--- src/rtl/vga_timing_gen_if.sv ---
// Video bus between the VGA timing generator, its pixel source and the DAC.
// Palette write signals exist only when VGA_PALETTE_EN is defined.
interface vga_timing_gen_if #(
  parameter int unsigned COORD_W = 11
);
  logic               CE;
  logic [7:0]         color;
  logic [COORD_W-1:0] pix_x;
  logic [COORD_W-1:0] pix_y;
  logic               pix_valid;
  logic               line_start;
  logic               frame_start;
  logic [7:0]         R;
  logic [7:0]         G;
  logic [7:0]         B;
  logic               HS;
  logic               VS;
  logic               BLANK;
  logic               VGA_SYNC;
  logic               VGA_CLK;
`ifdef VGA_PALETTE_EN
  logic               pal_we;
  logic [3:0]         pal_addr;
  logic [23:0]        pal_data;

  modport master (
    input  CE, color, pal_we, pal_addr, pal_data,
    output pix_x, pix_y, pix_valid, line_start, frame_start,
    output R, G, B, HS, VS, BLANK, VGA_SYNC, VGA_CLK
  );
  modport slave (
    output CE, color, pal_we, pal_addr, pal_data,
    input  pix_x, pix_y, pix_valid, line_start, frame_start,
    input  R, G, B, HS, VS, BLANK, VGA_SYNC, VGA_CLK
  );
`else
  modport master (
    input  CE, color,
    output pix_x, pix_y, pix_valid, line_start, frame_start,
    output R, G, B, HS, VS, BLANK, VGA_SYNC, VGA_CLK
  );
  modport slave (
    output CE, color,
    input  pix_x, pix_y, pix_valid, line_start, frame_start,
    input  R, G, B, HS, VS, BLANK, VGA_SYNC, VGA_CLK
  );
`endif
endinterface

--- src/rtl/vga_timing_gen.sv ---
// VGA raster timing generator with latency-matched sync/blank/colour output stage.
// Define VGA_PALETTE_EN for a 16-entry writable palette instead of RGB332 decode.
module vga_timing_gen #(
  parameter int unsigned H_ACTIVE   = 640,
  parameter int unsigned H_FRONT    = 16,
  parameter int unsigned H_SYNC     = 96,
  parameter int unsigned H_BACK     = 48,
  parameter int unsigned V_ACTIVE   = 480,
  parameter int unsigned V_FRONT    = 10,
  parameter int unsigned V_SYNC     = 2,
  parameter int unsigned V_BACK     = 33,
  parameter bit          H_SYNC_POL = 1'b0,
  parameter bit          V_SYNC_POL = 1'b0,
  parameter int unsigned PIX_LAT    = 1,
  parameter int unsigned COORD_W    = 11
) (
  input  logic             CLK,
  input  logic             RST,
  vga_timing_gen_if.master bus
);
  localparam int unsigned H_TOTAL = H_ACTIVE + H_FRONT + H_SYNC + H_BACK;
  localparam int unsigned V_TOTAL = V_ACTIVE + V_FRONT + V_SYNC + V_BACK;

  localparam logic [COORD_W-1:0] HAct     = COORD_W'(H_ACTIVE);
  localparam logic [COORD_W-1:0] HSyncBeg = COORD_W'(H_ACTIVE + H_FRONT);
  localparam logic [COORD_W-1:0] HSyncEnd = COORD_W'(H_ACTIVE + H_FRONT + H_SYNC);
  localparam logic [COORD_W-1:0] HLast    = COORD_W'(H_TOTAL - 1);
  localparam logic [COORD_W-1:0] VAct     = COORD_W'(V_ACTIVE);
  localparam logic [COORD_W-1:0] VSyncBeg = COORD_W'(V_ACTIVE + V_FRONT);
  localparam logic [COORD_W-1:0] VSyncEnd = COORD_W'(V_ACTIVE + V_FRONT + V_SYNC);
  localparam logic [COORD_W-1:0] VLast    = COORD_W'(V_TOTAL - 1);

  logic [COORD_W-1:0] r_h;
  logic [COORD_W-1:0] r_v;
  logic               w_hs0, w_vs0, w_blank0;
  logic               w_hs_d, w_vs_d, w_blank_d;
  logic [23:0]        w_rgb;
  logic [7:0]         r_r, r_g, r_b;
  logic               r_hs, r_vs, r_blank;

  always_ff @(posedge CLK or posedge RST) begin
    if (RST) begin
      r_h <= '0;
      r_v <= '0;
    end else if (bus.CE) begin
      if (r_h == HLast) begin
        r_h <= '0;
        r_v <= (r_v == VLast) ? '0 : r_v + 1'b1;
      end else begin
        r_h <= r_h + 1'b1;
      end
    end
  end

  assign w_blank0 = (r_h < HAct) && (r_v < VAct);
  assign w_hs0    = (r_h >= HSyncBeg) && (r_h < HSyncEnd);
  assign w_vs0    = (r_v >= VSyncBeg) && (r_v < VSyncEnd);

  assign bus.pix_x       = r_h;
  assign bus.pix_y       = r_v;
  assign bus.pix_valid   = w_blank0;
  assign bus.line_start  = (r_h == '0);
  assign bus.frame_start = (r_h == '0) && (r_v == '0);

  // Delay line matches the source's colour latency so sync/blank stay aligned with RGB.
  generate
    if (PIX_LAT == 0) begin : g_no_dl
      assign w_hs_d    = w_hs0;
      assign w_vs_d    = w_vs0;
      assign w_blank_d = w_blank0;
    end else begin : g_dl
      logic [PIX_LAT-1:0] r_dl_hs, r_dl_vs, r_dl_blank;
      always_ff @(posedge CLK or posedge RST) begin
        if (RST) begin
          r_dl_hs    <= '0;
          r_dl_vs    <= '0;
          r_dl_blank <= '0;
        end else if (bus.CE) begin
          r_dl_hs[0]    <= w_hs0;
          r_dl_vs[0]    <= w_vs0;
          r_dl_blank[0] <= w_blank0;
          for (int i = 1; i < int'(PIX_LAT); i++) begin
            r_dl_hs[i]    <= r_dl_hs[i-1];
            r_dl_vs[i]    <= r_dl_vs[i-1];
            r_dl_blank[i] <= r_dl_blank[i-1];
          end
        end
      end
      assign w_hs_d    = r_dl_hs[PIX_LAT-1];
      assign w_vs_d    = r_dl_vs[PIX_LAT-1];
      assign w_blank_d = r_dl_blank[PIX_LAT-1];
    end
  endgenerate

`ifdef VGA_PALETTE_EN
  logic [23:0] r_pal [16];

  function automatic logic [23:0] pal_init(input logic [3:0] idx);
    logic [23:0] v;
    unique case (idx)
      4'd0:    v = 24'h000000;
      4'd1:    v = 24'h800000;
      4'd2:    v = 24'h008000;
      4'd3:    v = 24'h808000;
      4'd4:    v = 24'h000080;
      4'd5:    v = 24'h800080;
      4'd6:    v = 24'h008080;
      4'd7:    v = 24'hc0c0c0;
      4'd8:    v = 24'h808080;
      4'd9:    v = 24'hff0000;
      4'd10:   v = 24'h00ff00;
      4'd11:   v = 24'hffff00;
      4'd12:   v = 24'h0000ff;
      4'd13:   v = 24'hff00ff;
      4'd14:   v = 24'h00ffff;
      default: v = 24'hffffff;
    endcase
    return v;
  endfunction

  // Writes ignore CE; the output stage reads the pre-write value on the write edge.
  always_ff @(posedge CLK or posedge RST) begin
    if (RST) begin
      for (int i = 0; i < 16; i++) r_pal[i] <= pal_init(4'(i));
    end else if (bus.pal_we) begin
      r_pal[bus.pal_addr] <= bus.pal_data;
    end
  end

  assign w_rgb = r_pal[bus.color[3:0]];
`else
  assign w_rgb = {bus.color[7:5], bus.color[7:5], bus.color[7:6],
                  bus.color[4:2], bus.color[4:2], bus.color[4:3],
                  {4{bus.color[1:0]}}};
`endif

  always_ff @(posedge CLK or posedge RST) begin
    if (RST) begin
      r_r     <= '0;
      r_g     <= '0;
      r_b     <= '0;
      r_hs    <= ~H_SYNC_POL;
      r_vs    <= ~V_SYNC_POL;
      r_blank <= 1'b0;
    end else if (bus.CE) begin
      {r_r, r_g, r_b} <= w_blank_d ? w_rgb : 24'h000000;
      r_hs            <= w_hs_d ? H_SYNC_POL : ~H_SYNC_POL;
      r_vs            <= w_vs_d ? V_SYNC_POL : ~V_SYNC_POL;
      r_blank         <= w_blank_d;
    end
  end

  assign bus.R        = r_r;
  assign bus.G        = r_g;
  assign bus.B        = r_b;
  assign bus.HS       = r_hs;
  assign bus.VS       = r_vs;
  assign bus.BLANK    = r_blank;
  assign bus.VGA_SYNC = 1'b1;
  assign bus.VGA_CLK  = CLK;
endmodule

--- src/flat_wrapper.sv ---
// flat-port wrapper written by rule: the top's interface ports become plain ports
module vga_timing_gen_flat 
#(
  parameter int unsigned H_ACTIVE   = 640,
  parameter int unsigned H_FRONT    = 16,
  parameter int unsigned H_SYNC     = 96,
  parameter int unsigned H_BACK     = 48,
  parameter int unsigned V_ACTIVE   = 480,
  parameter int unsigned V_FRONT    = 10,
  parameter int unsigned V_SYNC     = 2,
  parameter int unsigned V_BACK     = 33,
  parameter bit          H_SYNC_POL = 1'b0,
  parameter bit          V_SYNC_POL = 1'b0,
  parameter int unsigned PIX_LAT    = 1,
  parameter int unsigned COORD_W    = 11
)
  (CLK, RST, bus_CE, bus_color, bus_pix_x, bus_pix_y, bus_pix_valid, bus_line_start, bus_frame_start, bus_R, bus_G, bus_B, bus_HS, bus_VS, bus_BLANK, bus_VGA_SYNC, bus_VGA_CLK);
  vga_timing_gen_if #(.COORD_W(COORD_W)) bus_i ();
  input  logic CLK;
  input  logic RST;
  input wire logic [$bits(bus_i.CE)-1:0] bus_CE;
  input wire logic [$bits(bus_i.color)-1:0] bus_color;
  output wire logic [$bits(bus_i.pix_x)-1:0] bus_pix_x;
  output wire logic [$bits(bus_i.pix_y)-1:0] bus_pix_y;
  output wire logic [$bits(bus_i.pix_valid)-1:0] bus_pix_valid;
  output wire logic [$bits(bus_i.line_start)-1:0] bus_line_start;
  output wire logic [$bits(bus_i.frame_start)-1:0] bus_frame_start;
  output wire logic [$bits(bus_i.R)-1:0] bus_R;
  output wire logic [$bits(bus_i.G)-1:0] bus_G;
  output wire logic [$bits(bus_i.B)-1:0] bus_B;
  output wire logic [$bits(bus_i.HS)-1:0] bus_HS;
  output wire logic [$bits(bus_i.VS)-1:0] bus_VS;
  output wire logic [$bits(bus_i.BLANK)-1:0] bus_BLANK;
  output wire logic [$bits(bus_i.VGA_SYNC)-1:0] bus_VGA_SYNC;
  output wire logic [$bits(bus_i.VGA_CLK)-1:0] bus_VGA_CLK;
  assign bus_i.CE = bus_CE;
  assign bus_i.color = bus_color;
  assign bus_pix_x = bus_i.pix_x;
  assign bus_pix_y = bus_i.pix_y;
  assign bus_pix_valid = bus_i.pix_valid;
  assign bus_line_start = bus_i.line_start;
  assign bus_frame_start = bus_i.frame_start;
  assign bus_R = bus_i.R;
  assign bus_G = bus_i.G;
  assign bus_B = bus_i.B;
  assign bus_HS = bus_i.HS;
  assign bus_VS = bus_i.VS;
  assign bus_BLANK = bus_i.BLANK;
  assign bus_VGA_SYNC = bus_i.VGA_SYNC;
  assign bus_VGA_CLK = bus_i.VGA_CLK;
  vga_timing_gen #(.H_ACTIVE(H_ACTIVE), .H_FRONT(H_FRONT), .H_SYNC(H_SYNC), .H_BACK(H_BACK), .V_ACTIVE(V_ACTIVE), .V_FRONT(V_FRONT), .V_SYNC(V_SYNC), .V_BACK(V_BACK), .H_SYNC_POL(H_SYNC_POL), .V_SYNC_POL(V_SYNC_POL), .PIX_LAT(PIX_LAT), .COORD_W(COORD_W)) u_core (.CLK(CLK), .RST(RST), .bus(bus_i));
endmodule
--- config.mk ---
export PLATFORM = sky130hd
export DESIGN_NAME = vga_timing_gen_flat
export DESIGN_NICKNAME = d
export VERILOG_FILES = /design/src/rtl/vga_timing_gen_if.sv /design/src/rtl/vga_timing_gen.sv /design/src/flat_wrapper.sv
export SDC_FILE = /design/constraint.sdc
export NUM_CORES = 1
export LEC_CHECK = 0
export ABC_AREA = 1
export CORE_ASPECT_RATIO = 0.8
export CORE_MARGIN = 2
export CORE_UTILIZATION = 40
export CTS_CLUSTER_DIAMETER = 100
export DETAILED_ROUTE_END_ITERATION = 8
export PLACE_DENSITY = 0.7
export SLEW_MARGIN = 10
export SYNTH_ARGS = -nofsm -noshare
export SYNTH_HDL_FRONTEND = slang
export SYNTH_SLANG_ARGS = --single-unit
--- constraint.sdc ---
create_clock -name CLK -period 2.7 [get_ports CLK]
set_clock_uncertainty 0.1 [all_clocks]
set_input_delay 0.405 -clock CLK [delete_from_list [all_inputs] [get_ports CLK]]
set_output_delay 0.405 -clock CLK [all_outputs]
set_load 0.01 [all_outputs]
==> metrics.log <==
[metrics] Slowest Stage Delay on Critical Path: 0.57 ns
[metrics] number of cells on the worst reg-to-reg path: 7
[metrics] sequential share of the synthesized area: 42.0%
[metrics] fraction of power consumed by the clock network: 30.3%
[metrics] Synth Area per Inst: 7.50 um2
[metrics] total I/O pin count: 65
[metrics] Total Neg Setup Slack: 0 ns
[metrics] Post-Route Hold Slack: 0.319 ns
[metrics] first-iteration detailed-routing DRC count: 91
[metrics] worst-case vdd ir drop: 427 uV
[metrics] die extent in x: 86.0 um
[metrics] Final GP Congestion: 0.879
[metrics] dominant cell type by area after synthesis: sky130_fd_sc_hd__dfrtp_1
[metrics] Static Leak: 0.00135 uW
[metrics] internal portion of total power: 1350 uW
[metrics] first-pass GRT wire length: 8540 um
[metrics] DPL Wire Length: 3660 um
[metrics] CP max stage cell: sky130_fd_sc_hd__clkdlybuf4s50_1
[metrics] peak-usage layer in the global routing report: met2
[metrics] overflow left after global routing: 0
[metrics] total DRC errors in the routed layout: 0
[metrics] largest net degree at the start of global routing: 37
[metrics] kind of end point of the critical path: primary output
[metrics] Max FO, Critical Path: 4
[metrics] logic gate share of total power: 32.6%
[metrics] worst hold-check path type: primary input to asynchronous set/reset pin
[metrics] number of nets at the end of the flow: 354
[metrics] post-CTS setup buffer count: 0
[metrics] dominant cells by area after synthesis: sky130_fd_sc_hd__dfrtp_1, sky130_fd_sc_hd__nand2_1, sky130_fd_sc_hd__buf_4
[metrics] top cell type's share of synthesized area: 39.5%
[metrics] number of detailed-routing iterations run before antenna repair: 4
[metrics] routed wire length: 5100 um
[metrics] floorplan core area: 0.00509 mm2
[metrics] Period minus WS final: 2.57 ns
[metrics] met1 track demand over resource: 25.4%
[metrics] net count after synthesis: 302
[metrics] signal arrival time at the worst endpoint: 2.07 ns
[metrics] required arrival time at the worst endpoint: 2.19 ns
[metrics] Starting Density: 42.3%
[metrics] setup repair after global routing missed its margin: false
[metrics] ordered list of cells on the worst path: inv_1, ha_1, nand2_1, nor2_1, nand3_1, nor3_1, clkdlybuf4s50_1
[metrics] clock network latency to the later pin of the worst-skew pair: 0.40 ns
[metrics] final std cell area, no fill: 0.00286 mm2
[metrics] total global-route track usage: 18.4%
[metrics] clock tree from TritonCTS: yes
[metrics] flop and latch count out of synthesis: 36
[metrics] switching fraction of total power: 34.5%
[metrics] net switching power: 710 uW
[metrics] number of max-capacitance violations reported: 0
[metrics] antenna violations before repair: 0
[metrics] Mapped Cells: 287
[metrics] kind of cell adding the most delay to the critical path: buffers and inverters
[metrics] Filler Cells Inserted: 470
[metrics] vias in the first global route: 1841
[metrics] final setup fails: 0
[metrics] Area Growth Syn to Fin: 32.9%
[metrics] Final Hold Fails: 0
[metrics] share of post-route cells with drive strength above 1: 8.53%
[metrics] proportion of power drawn by flip-flops and latches: 37.1%
[metrics] met3 demand-to-capacity share in global routing: 7.74%
[metrics] outcome: finished clean
[metrics] placed inst area: 0.00271 mm2
[metrics] maximum clock frequency: 389 MHz
[metrics] critical path launch point type: flop
[metrics] Cell Rows: 23
[metrics] total die area: 0.00599 mm2
[metrics] number of antenna cells inserted: 0
[metrics] total of buffers placed on input and output ports: 63
[metrics] power per unit of standard cell area: 720 mW/mm2
[metrics] number of nets still failing antenna checks after routing: 0
[metrics] Bufs and invs on worst path: 2
[metrics] number of pins exceeding their max-slew limit in the final report: 0
[metrics] drt via density: 4.83
[metrics] Synthesis Warnings: 0
[metrics] height of the die: 69.6 um
[metrics] met2 routing resource usage after global routing: 25.6%
[metrics] vias: 1943
[metrics] cell area after technology mapping: 0.00215 mm2
[metrics] routed length per instance: 12.7 um
[metrics] clock edge transition at the registers on the reported setup and hold paths: 0.08 ns
[metrics] crit path kind: flop to primary output
[metrics] portion of the clock cycle consumed by the worst path in the final layout: 95.2%
[metrics] area of the multi-input gates: 952 um2
[metrics] number of cells on the critical path: 7
[metrics] library cells used by synthesis: 27
[metrics] area taken by flip-flops and latches: 903 um2
layout make-up:
type,instances,area share [%]
Clock buffer,10,4.33
Clock inverter,2,1.22
Inverter,30,3.93
Multi-Input combinational cell,195,33.3
Sequential cell,36,31.6
Tap cell,62,2.71
Timing Repair Buffer,67,23.0
through the flow:
step / utilization, % / setup WS, ns / instances / total power [uW]
floorplan: - / 0.726 / 287 / 1170
global placement: 53.3 / 0.396 / 391 / 1480
detailed placement: 53.3 / 0.396 / 391 / 1480
CTS: 56.2 / 0.0839 / 402 / 2070
global route: 56.2 / 0.0131 / 402 / 2190
finish: 56.2 / 0.130 / 402 / 2060
routing by layer:
metal | up-vias | routed length (um)
li1 | 994 | -
met5 | - | 0
met2 | 59 | 2110
met1 | 884 | 2600
met3 | 6 | 327
met4 | 0 | 57
synthesized netlist by cell type (all sizes together):
master,count
conb,1
nand4,9
o21bai,1
nor2,28
nand3,27
clkbuf,1
dfstp,2
buf,25
a21oi,3
xor2,5
dfrtp,34
nand2,90
xnor2,1
o21ai,19
inv,30
ha,4
nand3b,2
nor3,5
path summary, 6_finish.rpt:
kind	from	end	slack (ns)
max	u_core.bus.pix_x[0]	bus_frame_start	0.13
min	RST	u_core.bus.pix_y[6]	0.32
max reg2reg	u_core.bus.pix_x[0]	u_core.bus.pix_y[9]	0.94
min reg2reg	u_core.g_dl.r_dl_hs	u_core.bus.HS	0.33
max in group asynchronous	RST	u_core.bus.VS	1.83
min in group CLK	u_core.g_dl.r_dl_hs	u_core.bus.HS	0.33
registers in the layout, indices dropped and copies added (netlist names):
| register | flops |
|---|---|
| u_core.bus.G | 3 |
| u_core.bus.R | 3 |
| u_core.bus.BLANK | 1 |
| u_core.bus.HS | 1 |
| u_core.g_dl.r_dl_vs | 1 |
| u_core.g_dl.r_dl_blank | 1 |
| u_core.bus.pix_x | 11 |
| u_core.g_dl.r_dl_hs | 1 |
| u_core.bus.VS | 1 |
| u_core.bus.pix_y | 11 |
| u_core.bus.B | 2 |
cells in the final DEF (no fill, tap or decap), types with 4 or more instances in the layout:
master,n
sky130_fd_sc_hd__nor3_1,5
sky130_fd_sc_hd__inv_1,27
sky130_fd_sc_hd__dfrtp_1,34
sky130_fd_sc_hd__nand3_1,27
sky130_fd_sc_hd__xor2_1,5
sky130_fd_sc_hd__nand2_1,88
sky130_fd_sc_hd__ha_1,4
sky130_fd_sc_hd__o21ai_0,11
sky130_fd_sc_hd__o21ai_1,8
sky130_fd_sc_hd__nor2_1,22
sky130_fd_sc_hd__nand4_1,8
sky130_fd_sc_hd__clkdlybuf4s50_1,63
sky130_fd_sc_hd__nor2_2,4
sky130_fd_sc_hd__clkbuf_8,8
sky130_fd_sc_hd__buf_4,5
what timing repair did:
item                                    in CTS  in global routing
hold buffers                                 0                  0
resized for setup                            0                  1
endpoints found under the hold margin        0                  0
endpoints found under the setup margin       0                  1
power groups by stage:
stage / Combinational, uW / Clock, uW / Sequential, uW
final: 673 / 623 / 764
after global routing: 746 / 666 / 781
after CTS: 674 / 638 / 762
after detailed placement: 667 / 37.7 / 770
after global placement: 674 / 37.7 / 764
after floorplan: 352 / 30.5 / 783
cells by family (layout without fill, tap and decap cells):
family / Yosys count / count (layout) / synth area share [%]
simple gates: 161 / 161 / 33.8
other cells: 1 / 1 / 0.174
xor+xnor: 6 / 6 / 2.44
compound gates: 23 / 23 / 5.46
fa+ha+maj: 4 / 4 / 2.32
buf+inv: 56 / 109 / 13.8
flops: 36 / 36 / 42.0
worst reg2reg max path: cells and delay by family, from the launching register on:
| kind | cells | cell delay [ns] |
|---|---|---|
| buf+inv | 1 | 0.21 |
| simple gates | 5 | 0.71 |
| fa+ha+maj | 1 | 0.28 |
| flops | 1 | 0.40 |
Power figures use the tool's default switching activity.
